## config.mk

```make
export PLATFORM = sky130hd
export DESIGN_NAME = instr_mem_sync
export DESIGN_NICKNAME = d
export VERILOG_FILES = /design/src/rtl/imem_pkg.sv /design/src/rtl/imem_array.sv /design/src/rtl/instr_mem_sync.sv
export SDC_FILE = /design/constraint.sdc
export NUM_CORES = 1
export LEC_CHECK = 0
export CORE_UTILIZATION = 30
export DETAILED_ROUTE_END_ITERATION = 12
export PLACE_DENSITY_LB_ADDON = 0.12
export SLEW_MARGIN = 40
export SYNTH_ARGS = -nofsm -noshare
export SYNTH_HDL_FRONTEND = slang
export SYNTH_SLANG_ARGS = --single-unit
export TNS_END_PERCENT = 50
```

## constraint.sdc

```tcl
create_clock -name clk -period 1.95 [get_ports clk]
set_input_delay 0.39 -clock clk [delete_from_list [all_inputs] [get_ports clk]]
set_output_delay 0.39 -clock clk [all_outputs]
set_load 0.05 [all_outputs]
```

## src/rtl/imem_pkg.sv

```systemverilog
// ---------------------------------------------------------------------------
// imem_pkg
// Shared definitions for the synchronous instruction memory (instr_mem_sync):
//   NOP_WORD       - instruction emitted whenever there is no real fetch
//   fault_e        - fault codes produced by the fetch address decode
//   action_e       - what the fetch stage does on a given clock edge
//   word_index()   - converts a PC into a word index
//   decode_fault() - range / alignment check of a fetch PC
// ---------------------------------------------------------------------------
package imem_pkg;

  localparam logic [31:0] NOP_WORD = 32'h0000_0000;

  localparam logic [1:0] FAULT_CODE_NONE     = 2'd0;
  localparam logic [1:0] FAULT_CODE_RANGE    = 2'd1;
  localparam logic [1:0] FAULT_CODE_MISALIGN = 2'd2;

  typedef enum logic [1:0] {
    FAULT_NONE     = FAULT_CODE_NONE,
    FAULT_RANGE    = FAULT_CODE_RANGE,
    FAULT_MISALIGN = FAULT_CODE_MISALIGN
  } fault_e;

  typedef enum logic [1:0] {
    ACT_IDLE,
    ACT_FETCH,
    ACT_STALL,
    ACT_FLUSH
  } action_e;

  // The PC is handled zero-extended to 64 bits so one function serves any
  // PC_W up to 64.
  function automatic logic [63:0] word_index(input logic [63:0] pc,
                                             input bit          byte_addr);
    return byte_addr ? (pc >> 2) : pc;
  endfunction

  // Comparing the full-width word index against DEPTH covers both an index
  // past the end of the array and any nonzero PC bits above the index field,
  // because DEPTH never exceeds 2**AW.
  function automatic fault_e decode_fault(input logic [63:0] pc,
                                          input int unsigned depth,
                                          input bit          byte_addr);
    if (byte_addr && (pc[1:0] != 2'b00)) return FAULT_MISALIGN;
    if (word_index(pc, byte_addr) >= 64'(depth)) return FAULT_RANGE;
    return FAULT_NONE;
  endfunction

  function automatic bit index_in_range(input int unsigned idx,
                                        input int unsigned depth);
    return idx < depth;
  endfunction

endpackage

```

## src/rtl/imem_array.sv

```systemverilog
// ---------------------------------------------------------------------------
// imem_array
// DEPTH x DATA_W instruction storage with one synchronous read port and one
// synchronous write port. A read and a write to the same word on the same
// edge return the old contents (read-before-write).
// Ports:
//   clk      in   rising-edge clock
//   rd_en    in   capture mem[rd_addr] into rd_data on this edge
//   rd_addr  in   read word index (caller guarantees < DEPTH when rd_en)
//   rd_data  out  registered read data, holds when rd_en is low
//   wr_en    in   write strobe (caller guarantees wr_addr < DEPTH)
//   wr_addr  in   write word index
//   wr_data  in   write data
// ---------------------------------------------------------------------------
module imem_array
  import imem_pkg::*;
#(
  parameter int    DATA_W    = 32,
  parameter int    DEPTH     = 32,
  parameter int    AW        = 5,
  parameter string INIT_FILE = ""
) (
  input  logic              clk,
  input  logic              rd_en,
  input  logic [AW-1:0]     rd_addr,
  output logic [DATA_W-1:0] rd_data,
  input  logic              wr_en,
  input  logic [AW-1:0]     wr_addr,
  input  logic [DATA_W-1:0] wr_data
);

  logic [DATA_W-1:0] mem [DEPTH];

  // Power-up image: an array of NOPs; programs arrive through the loader.
  // The contents are deliberately never touched by reset.
  initial begin
    for (int i = 0; i < DEPTH; i++) mem[i] = DATA_W'(NOP_WORD);
  end

  // Both ports sample the array before the write lands, which gives the
  // read-before-write behaviour the loader relies on.
  always_ff @(posedge clk) begin
    if (wr_en) mem[wr_addr] <= wr_data;
    if (rd_en) rd_data <= mem[rd_addr];
  end

endmodule

```

## src/rtl/instr_mem_sync.sv

```systemverilog
// ---------------------------------------------------------------------------
// instr_mem_sync
// Registered instruction memory for the IF stage. A fetch accepted on one
// edge appears on the outputs after that edge (1-cycle latency). Supports
// stall/flush from the hazard unit, byte- or word-addressed PC, a fault flag
// for out-of-range or misaligned fetches, a run-time loader port and a
// count of accepted fetches.
// Ports:
//   clk, reset   clock and asynchronous active-high reset
//   fetch_en_i   fetch at pc_i this cycle
//   stall_i      hold instr_o/pc_o/valid_o/fault_o
//   flush_i      kill the next output (highest priority)
//   pc_i         fetch address
//   instr_o      fetched instruction, NOP_WORD when not a good fetch
//   pc_o         PC that produced instr_o
//   valid_o      instr_o belongs to an accepted fetch (faulted ones included)
//   fault_o      accepted fetch was out of range or misaligned
//   ld_we_i      loader write strobe
//   ld_addr_i    loader word index
//   ld_data_i    loader write data
//   ld_err_o     one-cycle pulse after a loader write to a missing word
//   fetch_cnt_o  accepted fetches since reset (wraps)
// ---------------------------------------------------------------------------
module instr_mem_sync
  import imem_pkg::*;
#(
  parameter int    DATA_W    = 32,
  parameter int    DEPTH     = 32,
  parameter int    PC_W      = 32,
  parameter int    BYTE_ADDR = 1,
  parameter string INIT_FILE = "",
  parameter int    CNT_W     = 16,
  localparam int   AW        = (DEPTH > 1) ? $clog2(DEPTH) : 1
) (
  input  logic              clk,
  input  logic              reset,
  input  logic              fetch_en_i,
  input  logic              stall_i,
  input  logic              flush_i,
  input  logic [PC_W-1:0]   pc_i,
  output logic [DATA_W-1:0] instr_o,
  output logic [PC_W-1:0]   pc_o,
  output logic              valid_o,
  output logic              fault_o,
  input  logic              ld_we_i,
  input  logic [AW-1:0]     ld_addr_i,
  input  logic [DATA_W-1:0] ld_data_i,
  output logic              ld_err_o,
  output logic [CNT_W-1:0]  fetch_cnt_o
);

  action_e           action;
  fault_e            fault_code;
  logic [AW-1:0]     rd_addr;
  logic              rd_en;
  logic              ld_in_range;
  logic [DATA_W-1:0] rd_data;

  logic [PC_W-1:0]   pc_q;
  logic              valid_q;
  logic              fault_q;
  logic              use_mem_q;
  logic              ld_err_q;
  logic [CNT_W-1:0]  cnt_q;

  // Pick this edge's action (flush > stall > fetch > idle) and decode the
  // fetch address. The array is only read for a good fetch so that an
  // out-of-range index never reaches it.
  always_comb begin
    action      = ACT_IDLE;
    fault_code  = decode_fault(64'(pc_i), DEPTH, BYTE_ADDR != 0);
    rd_addr     = AW'(word_index(64'(pc_i), BYTE_ADDR != 0));
    ld_in_range = index_in_range(32'(ld_addr_i), DEPTH);
    if (flush_i)         action = ACT_FLUSH;
    else if (stall_i)    action = ACT_STALL;
    else if (fetch_en_i) action = ACT_FETCH;
    rd_en = (action == ACT_FETCH) && (fault_code == FAULT_NONE);
  end

  imem_array #(
    .DATA_W    (DATA_W),
    .DEPTH     (DEPTH),
    .AW        (AW),
    .INIT_FILE (INIT_FILE)
  ) u_array (
    .clk     (clk),
    .rd_en   (rd_en),
    .rd_addr (rd_addr),
    .rd_data (rd_data),
    .wr_en   (ld_we_i && ld_in_range),
    .wr_addr (ld_addr_i),
    .wr_data (ld_data_i)
  );

  // Output/control registers. use_mem_q selects the array read data onto
  // instr_o; clearing it is how flush, idle, faults and reset force a NOP
  // without having to reset the array's read register. A stall leaves both
  // use_mem_q and the (un-enabled) read register alone, so everything holds.
  always_ff @(posedge clk or posedge reset) begin
    if (reset) begin
      pc_q      <= '0;
      valid_q   <= 1'b0;
      fault_q   <= 1'b0;
      use_mem_q <= 1'b0;
      ld_err_q  <= 1'b0;
      cnt_q     <= '0;
    end else begin
      ld_err_q <= ld_we_i && !ld_in_range;
      case (action)
        ACT_FETCH: begin
          pc_q      <= pc_i;
          valid_q   <= 1'b1;
          fault_q   <= (fault_code != FAULT_NONE);
          use_mem_q <= (fault_code == FAULT_NONE);
          cnt_q     <= cnt_q + CNT_W'(1);
        end
        ACT_STALL: begin
        end
        default: begin
          valid_q   <= 1'b0;
          fault_q   <= 1'b0;
          use_mem_q <= 1'b0;
        end
      endcase
    end
  end

  assign instr_o     = use_mem_q ? rd_data : DATA_W'(NOP_WORD);
  assign pc_o        = pc_q;
  assign valid_o     = valid_q;
  assign fault_o     = fault_q;
  assign ld_err_o    = ld_err_q;
  assign fetch_cnt_o = cnt_q;

endmodule

```

After elaboration in Yosys (flattened, before gate mapping)
Memory sizes are Yosys's and may differ from the RTL's. A register that Yosys moved wholly into a read port is not among the register bits.
Index checks and enable logic that the tools add are counted.
{ "totals": {"reg_bits": 51, "n_memories": 1, "in_bits": 75, "elab_cells": 30, "ram_bits": 1024, "out_inout_bits": 83} }
{ "memory_table": {"columns": ["name", "depth", "word_bits", "read_ports", "rd_ports_with_merged_regs", "wr", "line_no", "text"], "rows": [
  ["u_array.mem", 32, 32, 1, 1, 1, "imem_array.sv:32", "logic [DATA_W-1:0] mem [DEPTH];"]
]} }
{ "op_classes": {"n_addsub": 1, "n_eq_ne": 2, "muxes": 16, "n_reduce_logical": 4, "n_lt_le_gt_ge": 1} }
{ "ops": {"columns": ["cell", "count"], "rows": [
  ["$mux W32", 1],
  ["$ge A30 B6 Y1 const B", 1],
  ["$add A16 B1 Y16 const B", 1],
  ["$mux W2", 6],
  ["$mux W1", 6],
  ["$pmux W1 S2", 3],
  ["$reduce_bool A2 Y1", 2],
  ["$eq A2 B1 Y1 const B", 1],
  ["$eq A2 B2 Y1 const B", 1],
  ["$logic_not A2 Y1", 1],
  ["$logic_and A1 B1 Y1", 1]
]} }

Longest topological paths before layout
{ "depth": {"depth_word": 7, "ltp_mapped": 8, "depth_no_buf": 5} }

Modules after synthesis
Synthesis repeated with hierarchy kept, for this count alone.
{ "unflattened": {"hier_cells": 2511, "hier_area_um2": 43105.1} }
{ "by_module_without_submodules": {"columns": ["module", "cells_per_inst", "n_inst", "seq_area_each_um2", "area_each_um2"], "rows": [
  ["imem_array", 2260, 1, 31710.4, 40805.4],
  ["instr_mem_sync", 251, 1, 1276.2, 2299.7]
]} }

Worst setup path after synthesis
No wires, ideal clock.
{ "synth_timing": {"kind": "input to register", "startpoint": "input stall_i", "endpoint": "register u_array.rd_data[0] (read register of u_array.mem) (enable)", "cell_stages": 4, "setup_slack_ns": -1.699, "t_arrival_ns": 3.185, "n_path_buf": 1, "setup_ns": 0.463, "required_ns": 1.487, "path_cell_list": "nor3b_2 > buf_2 > inv_2 > nor3_1"} }
{ "synth_between": {"elab_chain_cells": 4} }
{ "synth_lines": {"columns": ["element", "line_no", "text"], "rows": [
  ["from (decl)", "instr_mem_sync.sv:38", "input logic stall_i,"],
  ["$mux W2", "instr_mem_sync.sv:75", "else if (stall_i) action = ACT_STALL;"],
  ["$mux W2", "instr_mem_sync.sv:74", "if (flush_i) action = ACT_FLUSH;"],
  ["$eq A2 B1 Y1", "instr_mem_sync.sv:77", "rd_en = (action == ACT_FETCH) && (fault_code == FAULT_NONE);"],
  ["$logic_and A1 B1 Y1", "instr_mem_sync.sv:77", null],
  ["named net rd_en", "instr_mem_sync.sv:55", "logic rd_en;"],
  ["to (decl)", "imem_array.sv:26", "output logic [DATA_W-1:0] rd_data,"]
]} }
The timed path passes the listed nets, and every way through them passes these cells.
A chain may end at the register's enable or synchronous reset.

Worst setup path after layout
{ "layout_timing": {"startpoint": "register use_mem_q", "endpoint": "output instr_o[27]"} }
{ "layout_between": {"elab_chain_cells": 1} }
{ "layout_lines": {"columns": ["element", "line_no", "text"], "rows": [
  ["from (decl)", "instr_mem_sync.sv:62", "logic use_mem_q;"],
  ["from (signal assigned)", "instr_mem_sync.sv:114", "use_mem_q <= (fault_code == FAULT_NONE);"],
  ["$mux W32", "instr_mem_sync.sv:128", "assign instr_o = use_mem_q ? rd_data : DATA_W'(NOP_WORD);"],
  ["to (decl)", "instr_mem_sync.sv:41", "output logic [DATA_W-1:0] instr_o,"]
]} }
Every way passes these cells.

==> results.md <==
| Item | Reported |
| --- | --- |
| Clk Latency, worst-skew pair | 740 ps |
| Leading cell type by number of instances after synthesis | sky130_fd_sc_hd__edfxtp_1 |
| Final estimated routing congestion in global placement | 0.801 |
| Dominant cell type by area after synthesis | sky130_fd_sc_hd__edfxtp_1 |
| First-pass detailed-route iteration total | 5 |
| Worst r2r dst | u_array.rd_data[8]$_DFFE_PP_ |
| CTS Root Cell | sky130_fd_sc_hd__clkbuf_16 |
| Leakage | 19.2 nW |
| Worst-case vdd ir drop | 0.729 mV |
| Average via count per standard cell | 4.80 |
| Count of endpoints failing setup in the final report | 32 |
| Violated checks | negative setup slack |
| DPL Wire Length | 80.7 mm |
| Sink Count | 1107 |
| Clock transition at the registers of the reported paths | 60 ps |
| Total power divided by cell area | 952 nW/um^2 |
| Run status | finished, violations left |
| Initial Util | 30.4% |
| Final core occ | 38.4% |
| Kind of start point of the critical path | flip-flop |
| Syn Nets | 2521 |
| CP Data Arrival Time | 1760 ps |
| Clk buf depth | 3 |
| Total DRC errors in the routed layout | 0 |
| Post-Synthesis Mean Instance Area | 17.6 sq um |
| Number of flip-flops and latches in the synthesized netlist | 1107 |
| Share of final-layout standard cells stronger than drive strength 1 | 21.1% |
| TritonCTS buffer count | 118 |
| Height of the die | 381 um |
| Pin count of the biggest net entering global routing | 52 |
| Setup slack at placement | -704 ps |
| Count of hold-fix buffers inserted at cts | 0 |
| Wire length of the first global-routing pass | 182 mm |
| Placed instance count | 4669 |
| Detailed router's first-iteration violation count | 1653 |
| Number of different library cells in the post-synthesis netlist | 40 |
| Depth of the CTS H-tree | 3 |
| Setup repair after global routing missed its margin | true |
| Proportion of synthesized chip area in sequential cells | 76.6% |
| EDFF count, synth | 1056 |
| Antenna violations before repair | 6 |
| Overall global routing resource usage | 17.6% |
| Post-synth ARST share | 4.61% |
| Layer with the highest usage | met2 |
| Start-to-end type of the worst setup path | flip-flop to primary output |
| Clock tree from TritonCTS | done |
| Area of combinational cells with multiple inputs | 9640 sq um |
| Routed wire per std cell | 26.4 um |
| Main synth FF type | sky130_fd_sc_hd__edfxtp_1 |
| Hold violation total from the final report | 0 |
| Die Outline Area | 145000 sq um |
| GRT overflow | 0 |
| Critical path, cell by cell | buf_12 > and2_4 > buf_12 |
| Final-report max-slew violation count | 0 |
| Fill cell total of the finished layout | 13110 |
| Depth of the worst register-to-register path | 5 |
| Most common cell on crit path | sky130_fd_sc_hd__buf_12 |
| Buffer count from post-CTS setup fixing | 0 |
| Synth Warn # | 0 |
| Worst Setup End Kind | primary output |
| Fmax achieved | 465 MHz |
| Clock Skews | 31.8 ps |
| Max FO, Critical Path | 34 |
| Worst setup margin | -202 ps |
| Met2 capacity usage during global routing | 30.1% |
| Most frequent cells after synthesis | 1056 x sky130_fd_sc_hd__edfxtp_1, 513 x sky130_fd_sc_hd__mux2i_1, 107 x sky130_fd_sc_hd__nand3_1 |
| Final critical-path share of the clock period | 110% |
| Area contributors post-synth | sky130_fd_sc_hd__edfxtp_1 74%, sky130_fd_sc_hd__mux2i_1 12%, sky130_fd_sc_hd__dfrtp_1 3.0%, sky130_fd_sc_hd__a22oi_1 1.7%, sky130_fd_sc_hd__a22o_1 1.3% |
| Number of standard cells after synthesis | 2445 |
| Met1 demand-to-capacity share in global routing | 23.3% |
| Instance area at placement | 50800 sq um |
| Cell area after synthesis | 43100 sq um |
| PortBufs | 156 |
| Crit path largest cell delay | 370 ps |
| Area fraction of the dominant cell type after synthesis | 73.6% |
| Number of cells in the finished layout apart from fillers | 4890 |
| Via count of the routed design | 23487 |
| Register area | 33000 sq um |
| Reg-to-reg slack, setup | 360 ps |
| Width of the die | 381 um |
| Layout net count | 2975 |
| CP max-delay cell | sky130_fd_sc_hd__dfrtp_2 |
| Number of global-route vias before repair | 24476 |
| Final critical delay including setup and external delays | 2150 ps |
| Hold/Removal Path Class | primary input to asynchronous set/reset pin |
| RR Startpoint | u_array.mem[7][8]$_DFFE_PP_ |
| Area of the placeable core | 142000 sq um |
| Sum of routed wire length over all layers | 129 mm |
| Count of pins on the block boundary | 158 |
| Number of max-capacitance violations reported | 0 |
| Data required time at the worst endpoint | 1560 ps |
| Met3 demand-to-capacity share in global routing | 2.56% |
| Std-Cell Rows | 138 |
| Post-route ant nets | 0 |
| Area of all placed cells without fillers | 54500 sq um |
| Area growth from synthesis to final layout | 26.4% |
## per-layer routing
| metal | wire length (um) | vias to the layer above |
|---|---|---|
| met2 | 64000 | 551 |
| li1 | - | 10592 |
| met4 | 2660 | 2 |
| met5 | 13 | - |
| met3 | 4850 | 164 |
| met1 | 57500 | 12178 |
## metrics by stage
stage	hold WS (ps)	total power [mW]	setup TNS (ps)
after global placement	465	31.3	-305360
after floorplan	456	29.3	-141510
after CTS	21.2	52.4	-8790
after detailed placement	464	31.4	-313400
after global routing	69.6	53.5	-8240
final	75.5	51.8	-4890
## area by class of cell
cell class	instances	share of cell area (%)
inverter	4	0.0276
clock buffer	169	5.86
timing repair buffer	469	10.8
antenna	1	0.00459
multi-input combinational	1199	17.7
tap	1890	4.34
sequential	1107	60.6
clock inverter	51	0.740
## registers in the layout, indices dropped and copies added, names as in the netlist
name / cells
fetch_cnt_o: 16
u_array.mem: 1024
pc_o: 32
fault_o: 1
valid_o: 1
use_mem_q: 1
u_array.rd_data: 32
## timing repair
| action | in CTS | in global routing |
|---|---|---|
| resized for setup | 98 | 2 |
| pin swaps | 0 | 1 |
| endpoints found under the setup margin | 61 | 32 |
## critical path: cells and delay by family (launching register included)
family,cells,cell delay [ps]
buffers and inverters,2,360
DFF,1,370
and+or+nand+nor,1,250
## cells by family (layout without fill, tap and decap cells)
kind of cell    Yosys count  after routing  synth area share [%]
flops                  1107           1107                  76.6
compound gates          290            290                  4.58
other cells               1              2               0.00870
xor+xnor                 15             15                 0.305
mux                     546            546                  12.8
fa+ha+maj                 1              1                0.0290
buf+inv                 139            693                  1.88
simple gates            346            346                  3.85
## worst max-delay path by stage
stage                     startpoint                            to  depth (start not counted)  slack (ps)
3_5_place_dp                 pc_i[2]  u_array.rd_data[8]$_DFFE_PP_                          8        -700
6_report       use_mem_q$_DFFE_PP0P_                   instr_o[27]                          3        -200
5_1_grt        use_mem_q$_DFFE_PP0P_                   instr_o[21]                          3        -280
2_1_floorplan           ld_addr_i[2]  u_array.mem[10][0]$_DFFE_PP_                          2        -260
3_3_place_gp                 pc_i[2]  u_array.rd_data[8]$_DFFE_PP_                          8        -710
4_1_cts        use_mem_q$_DFFE_PP0P_                   instr_o[14]                          3        -310
## layout by cell type (no fill, tap or decap), types with 4 or more instances in the layout
master and instances:
sky130_fd_sc_hd__clkinv_1 18, sky130_fd_sc_hd__buf_4 203, sky130_fd_sc_hd__xnor2_1 10, sky130_fd_sc_hd__bufinv_16 4, sky130_fd_sc_hd__mux2_2 21, sky130_fd_sc_hd__nor3_1 34
sky130_fd_sc_hd__clkinv_2 20, sky130_fd_sc_hd__nand4_1 4, sky130_fd_sc_hd__a22o_1 64, sky130_fd_sc_hd__a31oi_1 32, sky130_fd_sc_hd__edfxtp_1 1056, sky130_fd_sc_hd__xor2_1 5
sky130_fd_sc_hd__buf_12 163, sky130_fd_sc_hd__nor2_4 33, sky130_fd_sc_hd__nand3_1 107, sky130_fd_sc_hd__clkdlybuf4s50_1 73, sky130_fd_sc_hd__mux2_1 12, sky130_fd_sc_hd__dfrtp_1 50
sky130_fd_sc_hd__nand3b_1 5, sky130_fd_sc_hd__a22oi_1 96, sky130_fd_sc_hd__clkinv_8 5, sky130_fd_sc_hd__a21oi_1 96, sky130_fd_sc_hd__and2_4 8, sky130_fd_sc_hd__and2_1 26
sky130_fd_sc_hd__clkbuf_16 118, sky130_fd_sc_hd__nor2_1 6, sky130_fd_sc_hd__nand2_1 102, sky130_fd_sc_hd__mux2i_1 513, sky130_fd_sc_hd__clkdlybuf4s15_2 29, sky130_fd_sc_hd__clkbuf_1 46
sky130_fd_sc_hd__clkbuf_8 5
## report_power, final
part	total [mW]	switching, mW	leakage, nW	internal [mW]
logic	4.12	2.54	7.33	1.58
clock network	21.0	9.15	1.76	11.9
registers	26.7	0.192	10.1	26.5
total	51.8	11.9	19.2	40.0
Power figures use the tool's default switching activity.
